File: config.mk
export PLATFORM = sky130hd
export DESIGN_NAME = pattern_tx
export DESIGN_NICKNAME = d
export VERILOG_FILES = /design/src/rtl/pattern_tx.sv
export SDC_FILE = /design/constraint.sdc
export NUM_CORES = 1
export LEC_CHECK = 0
export ABC_AREA = 1
export CAP_MARGIN = 20
export CORE_MARGIN = 1
export CORE_UTILIZATION = 48
export CTS_CLUSTER_DIAMETER = 100
export DETAILED_ROUTE_END_ITERATION = 6
export GPL_TIMING_DRIVEN = 0
export PLACE_DENSITY = 0.76
export SYNTH_ARGS = -nofsm -noshare
export SYNTH_HDL_FRONTEND = slang
export SYNTH_SLANG_ARGS = --single-unit
File: constraint.sdc
create_clock -name clk -period 1.45 [get_ports clk]
set_clock_uncertainty 0.1 [all_clocks]
set_input_delay 0.29 -clock clk [delete_from_list [all_inputs] [get_ports clk]]
set_output_delay 0.29 -clock clk [all_outputs]
set_load 0.05 [all_outputs]
File: src/rtl/pattern_tx.sv
// pattern_tx: serial pattern transmitter.
//
// Sends PATTERN MSB-first on sout, one bit per clock, repeated `reps` times
// back-to-back with no gap bits, then pulses done for one cycle. The default
// pattern 10110 gives one sequence-detector hit per transmitted frame.
//
// Configuration macro: PATTERN_TX_PARITY_EN
//   defined   - an even-parity bit (XOR of all PATTERN bits) follows each frame
//   undefined - frames are exactly PAT_W bits and no parity logic exists
//
// Ports:
//   clk          clock, rising edge
//   rst          asynchronous active-high reset
//   start        transfer request, sampled only in IDLE
//   reps         frame count, captured together with start
//   abort        synchronous abort, overrides everything except rst
//   sout         serial data bit (0 when not valid)
//   sout_vld     sout carries a frame bit
//   busy         high while shifting
//   done         one-cycle pulse after the last bit of the last frame
//   frames_left  frames remaining, including the current one
module pattern_tx #(
    parameter int             PAT_W   = 5,
    parameter logic [PAT_W-1:0] PATTERN = 5'b10110,
    parameter int             REP_W   = 4
) (
    input  logic             clk,
    input  logic             rst,
    input  logic             start,
    input  logic [REP_W-1:0] reps,
    input  logic             abort,
    output logic             sout,
    output logic             sout_vld,
    output logic             busy,
    output logic             done,
    output logic [REP_W-1:0] frames_left
);

`ifdef PATTERN_TX_PARITY_EN
    localparam int F = PAT_W + 1;
    localparam logic [F-1:0] FRAME = {PATTERN, ^PATTERN};
`else
    localparam int F = PAT_W;
    localparam logic [F-1:0] FRAME = PATTERN;
`endif

    localparam int IDX_W = $clog2(F);
    localparam logic [IDX_W-1:0] LAST_IDX = IDX_W'(F - 1);

    // Bit-reversed frame so the bit sent at index i is simply FRAME_REV[i].
    function automatic logic [F-1:0] reverse_bits(input logic [F-1:0] v);
        logic [F-1:0] r;
        for (int k = 0; k < F; k++) begin
            r[k] = v[F-1-k];
        end
        return r;
    endfunction

    localparam logic [F-1:0] FRAME_REV = reverse_bits(FRAME);

    typedef enum logic [1:0] {
        IDLE,
        SHIFT,
        DONE
    } state_t;

    state_t           state_q, state_d;
    logic [IDX_W-1:0] idx_q, idx_d;
    logic [REP_W-1:0] frames_left_q, frames_left_d;
    logic             sout_q, sout_d;
    logic             sout_vld_q, sout_vld_d;
    logic             busy_q, busy_d;
    logic             done_q, done_d;

    // Outputs are computed alongside the next state and registered, so the
    // bit for index idx_d appears on sout in the same cycle the FSM holds it.
    always_comb begin
        state_d       = state_q;
        idx_d         = idx_q;
        frames_left_d = frames_left_q;
        sout_d        = 1'b0;
        sout_vld_d    = 1'b0;
        busy_d        = 1'b0;
        done_d        = 1'b0;

        if (abort) begin
            state_d       = IDLE;
            idx_d         = '0;
            frames_left_d = '0;
        end else begin
            case (state_q)
                IDLE: begin
                    if (start) begin
                        if (reps != '0) begin
                            state_d       = SHIFT;
                            idx_d         = '0;
                            frames_left_d = reps;
                            sout_d        = FRAME_REV[0];
                            sout_vld_d    = 1'b1;
                            busy_d        = 1'b1;
                        end else begin
                            state_d = DONE;
                            done_d  = 1'b1;
                        end
                    end
                end
                SHIFT: begin
                    if (idx_q == LAST_IDX) begin
                        if (frames_left_q > REP_W'(1)) begin
                            // Next frame starts immediately: no gap bit.
                            frames_left_d = frames_left_q - REP_W'(1);
                            idx_d         = '0;
                            sout_d        = FRAME_REV[0];
                            sout_vld_d    = 1'b1;
                            busy_d        = 1'b1;
                        end else begin
                            frames_left_d = '0;
                            idx_d         = '0;
                            state_d       = DONE;
                            done_d        = 1'b1;
                        end
                    end else begin
                        idx_d      = idx_q + IDX_W'(1);
                        sout_d     = FRAME_REV[idx_d];
                        sout_vld_d = 1'b1;
                        busy_d     = 1'b1;
                    end
                end
                DONE: begin
                    state_d = IDLE;
                end
                default: begin
                    state_d = IDLE;
                end
            endcase
        end
    end

    always_ff @(posedge clk or posedge rst) begin
        if (rst) begin
            state_q       <= IDLE;
            idx_q         <= '0;
            frames_left_q <= '0;
            sout_q        <= 1'b0;
            sout_vld_q    <= 1'b0;
            busy_q        <= 1'b0;
            done_q        <= 1'b0;
        end else begin
            state_q       <= state_d;
            idx_q         <= idx_d;
            frames_left_q <= frames_left_d;
            sout_q        <= sout_d;
            sout_vld_q    <= sout_vld_d;
            busy_q        <= busy_d;
            done_q        <= done_d;
        end
    end

    assign sout        = sout_q;
    assign sout_vld    = sout_vld_q;
    assign busy        = busy_q;
    assign done        = done_q;
    assign frames_left = frames_left_q;

endmodule

; Word level (Yosys, flattened, before mapping)
; Memory sizes are Yosys's and may differ from the RTL's.
; Cells that the tools add are included.
[word_totals]
register_bits = 12
romBits = 8
wordCells = 56
n_memories = 1
[classes]
add_sub_neg = 2
n_lt_le_gt_ge = 2
eq_ne = 6
n_mux = 33
n_reduce_logical = 6
[memory_table]
columns = memory, words, width, read_ports, rd_ports_with_merged_regs, wr, line_no
row1 = (name not given), 8, 1, 1, 0, 0, 124  ; sout_d = FRAME_REV[idx_d];
[ops]
columns = cell, count
row1 = two-way mux 4 bit, 5
row2 = two-way mux 1 bit, 13
row3 = two-way mux 3 bit, 4
row4 = "inequality test 3 bit, second input constant", 4
row5 = two-way mux 2 bit, 5
row6 = case mux 4 bit (2 select lines), 1
row7 = case mux 1 bit (2 select lines), 3
row8 = case mux 3 bit (2 select lines), 1
row9 = AND reduction 3 bit, 2
row10 = "greater-than comparator 4 x 1 -> 1 bit, second input constant", 1
row11 = "< comparator 3 x 4 -> 1 bit, second input constant", 1
row12 = case mux 2 bit (2 select lines), 1
row13 = AND reduction 4 bit, 1
row14 = nonzero test 4 bit, 1
row15 = "subtractor 4 x 1 -> 4 bit, second input constant", 1
row16 = "adder 3 x 1 -> 3 bit, second input constant", 1
row17 = "equality test 3 bit, second input constant", 1
row18 = nonzero test 3 bit, 1
row19 = "equality test 2 x 1 -> 1 bit, second input constant", 1
row20 = zero test 2 bit, 1

; Logic depth before layout (Yosys ltp)
[depth]
word_depth = 6
depth_mapped = 11
ltp_nobuf = 11

; Worst setup path after synthesis
; OpenSTA, ideal clock, no wires.
[synth_timing]
path_kind = register -> register
from = register frames_left_q[0] (netlist: frames_left[0])
to = register frames_left_q[3] (netlist: frames_left[3])
t_arrival_ns = 1.480
required_time_ns = 1.284
path_slack_ns = -0.196
stages_incl_launch_ff = 12
path_buffers = 0
path_cell_list = dfrtp_1 -> inv_1 -> ha_1 -> inv_1 -> nand2_1 -> nand2_1 -> nand2_2 -> inv_1 -> nand2_1 -> nand2_1 -> nand2_1 -> nand2_1
[synth_between]
elab_chain_cells = 5
[synth_rtl]
columns = element, line_no
row1 = start: declaration, 69  ; logic [REP_W-1:0] frames_left_q, frames_left_d;
row2 = start signal: assignment, 151  ; frames_left_q <= frames_left_d;
row3 = subtractor 4 x 1 -> 4 bit or greater-than comparator 4 x 1 -> 1 bit (tied branches), "111, 109"
row4 = two-way mux 4 bit (*), 109  ; if (frames_left_q > REP_W'(1)) begin
row5 = two-way mux 4 bit (*), 108  ; if (idx_q == LAST_IDX) begin
row6 = case mux 4 bit (2 select lines) (*), 91  ; case (state_q)
row7 = two-way mux 4 bit (*), 86  ; if (abort) begin
; Mark *: on every way between the ends. The rest lies on a longest branch, timed or not. The select of a mux whose other input is x is not followed.
; A chain may end at the register's enable or synchronous reset.

; Worst setup path in the final report
[layout_timing]
from = register frames_left_q[2] (netlist: frames_left[2])
to = output port frames_left[2]
[layout_lines]
columns = element, line_no
row1 = end: declaration, 36  ; output logic [REP_W-1:0] frames_left
; No word-level cell between the ends.

==> metrics.txt <==
vias=694; first-pass GRT wire length=2130 um; asr flop ratio synth=1.00; final worst-path cycle share=0.979; post-DP HPWL=1120 um; crit-path cells=buf_2; CTS sink count=12; largest net degree at the start of global routing=13; Longest Clk Path Bufs=2; fmax=0.704 GHz; top cell type's share of synthesized area=0.410; worst relative slew slack=0.681; Tmin final=1.42 ns; Critical Path Fanout Max=5; port bufs=15; htree depth=1; CTS Root Buffer Type=clkbuf_4; GRT Total Usage=0.202; TritonCTS clock tree=done; most common flop cell mapped by yosys=dfrtp_1; nets=136; die footprint=1690 um^2; GR Overflow Total=0; type of the most critical hold path=input pin to asynchronous set/reset pin; synth top area cells=dfrtp_1, nand2_1, ha_1, inv_1, nor2_1; RePlAce Congestion=0.857; area leader, netlist=dfrtp_1; vias per inst=5.07; max cap viols=0; post-synthesis cell type count=17; end-of-flow core utilization=0.732; CTS Buf Count=3; proportion of layout cells with a drive suffix above 1=0.361; mapped cell area=732 um^2; routed wire length=1740 um; count of final setup violators=0; final std cells w/o fill=137; P_leak=0.522 nW; Pre-Repair DR Iteration Count=4; core footprint=1370 um^2; fill count=106; synth warn=0; IO Pins=16; Rows=13; status=completed; Placed Instances=129; count leader, synth=nand2_1; sequential cell area=303 um^2; Multi-input gate area=429 um^2; DR DRC count=0; post-synth net total=112; Worst EP arrival=1.03 ns; synth-to-layout area growth=36.6%; die width=41.1 um; dpl ws=-0.188 ns; Pwr Total=0.00102 W; worst slew pin tran=0.478 ns; 1st-iter DRT viols=15; mean post-synth cell area=7.39 um^2; antenna violations before repair=0; cell area power density=1020 nW/um^2; Critical Path Start Type=flop; Final Max Tran Viols=0; top cells by count, synth=nand2_1, inv_1, dfrtp_1, nor2_1, nand3_1; RSZ-0062 raised after global routing=yes; Max IR drop VDD=627 uV; hold slack=0.218 ns; drt wl/cell=12.7 um; CTS clk-pin slew, worst paths=0.07 ns; Crit-path slowest cell=dfrtp_1; final antenna-violating net count=0; Final Hold Viols=0; Die Y=41.1 um; WS Path Type=flop to primary output; CP Capture Type=primary output; delay of the slowest cell on the worst path=0.45 ns; CP Buf/Inv Count=1; post-synthesis register bit count=12; Seq/Total Area, Yosys=0.410; Crit path required time=1.06 ns; number of synthesized flops with an enable pin=0; CP delay by family, top=flip-flops; vias in the first global route=553; Mapped Cells=99; R2R setup slack=0.03 ns; number of antenna diodes=0; setup slack after layout=0.0300 ns; worst skew pair latency=0.28 ns; Initial Utilization=0.536
-- repair_timing --
| action | in CTS | in global routing |
|---|---|---|
| pin swaps | 0 | 11 |
| gates resized for setup | 34 | 15 |
| cloned | 0 | 0 |
| setup endpoints to repair | 11 | 11 |
| setup buffers | 0 | 4 |
| hold endpoints to repair | 0 | 0 |
| hold buffers | 0 | 0 |
-- cell families (layout without fill, tap and decap cells) --
| kind of cell | Yosys count | count (layout) | share of synthesized area |
|---|---|---|---|
| flip-flops | 12 | 12 | 0.410 |
| AND/OR/NAND/NOR | 56 | 56 | 0.338 |
| adder cells (fa/ha/maj) | 5 | 5 | 0.0855 |
| buffers and inverters | 16 | 39 | 0.0872 |
| XOR/XNOR | 2 | 2 | 0.0239 |
| AO/OA/AOI/OAI | 8 | 8 | 0.0547 |
-- report_power, final --
| part | internal [W] | total [W] | switching, W |
|---|---|---|---|
| Sequential | 0.000365 | 0.000401 | 0.0000360 |
| Combinational | 0.000141 | 0.000394 | 0.000253 |
| Clock | 0.000107 | 0.000224 | 0.000117 |
-- worst paths after layout --
kind,from,endpoint,depth (start not counted)
min in group clk,frames_left[1],frames_left[1],2
hold / removal,rst,done,2
max in group asynchronous,rst,frames_left[1],2
setup reg to reg,frames_left[0],sout,9
hold reg to reg,frames_left[1],frames_left[1],2
setup / recovery,frames_left[2],frames_left[2],1
-- per-layer routing --
metal | GRT usage | vias up | wire length (um)
li1 | - | 350 | -
met1 | 0.223 | 315 | 757
met2 | 0.355 | 24 | 851
met3 | 0.0326 | 5 | 94
met4 | 0.125 | 0 | 36
met5 | 0 | - | 0
-- state kept, by name, indices dropped and copies added (netlist names) --
signal,cells
frames_left,4
idx_q,3
state_q,2
busy,1
done,1
sout,1
-- cell usage in the layout (no fill, tap or decap), drive strengths merged --
master         synthesis  layout
nand2                 34      34
nand3b                 1       1
o21ai                  7       7
inv                   15      15
a21oi                  1       1
clkdlybuf4s15          0       3
clkbuf                 0       4
nand3                  7       7
nand4                  1       1
dfrtp                 12      12
clkdlybuf4s50          0       7
xnor2                  2       2
buf                    1      10
nor2                  13      13
ha                     5       5
-- cell type report --
type                            count  share of cell area
Clock buffer                        4              0.0263
Multi-Input combinational cell     71               0.429
Inverter                           15              0.0563
Sequential cell                    12               0.303
Buffer                              1             0.00751
Tap cell                           15              0.0188
Timing Repair Buffer               19               0.159
-- through the flow --
stage | setup TNS [ns] | instance area (um^2)
floorplan | -0.0179 | 747
global placement | -1.87 | 916
detailed placement | -1.97 | 916
CTS | 0 | 936
global route | -0.106 | 1000
finish | 0 | 1000
(Power assumes the default switching activity.)
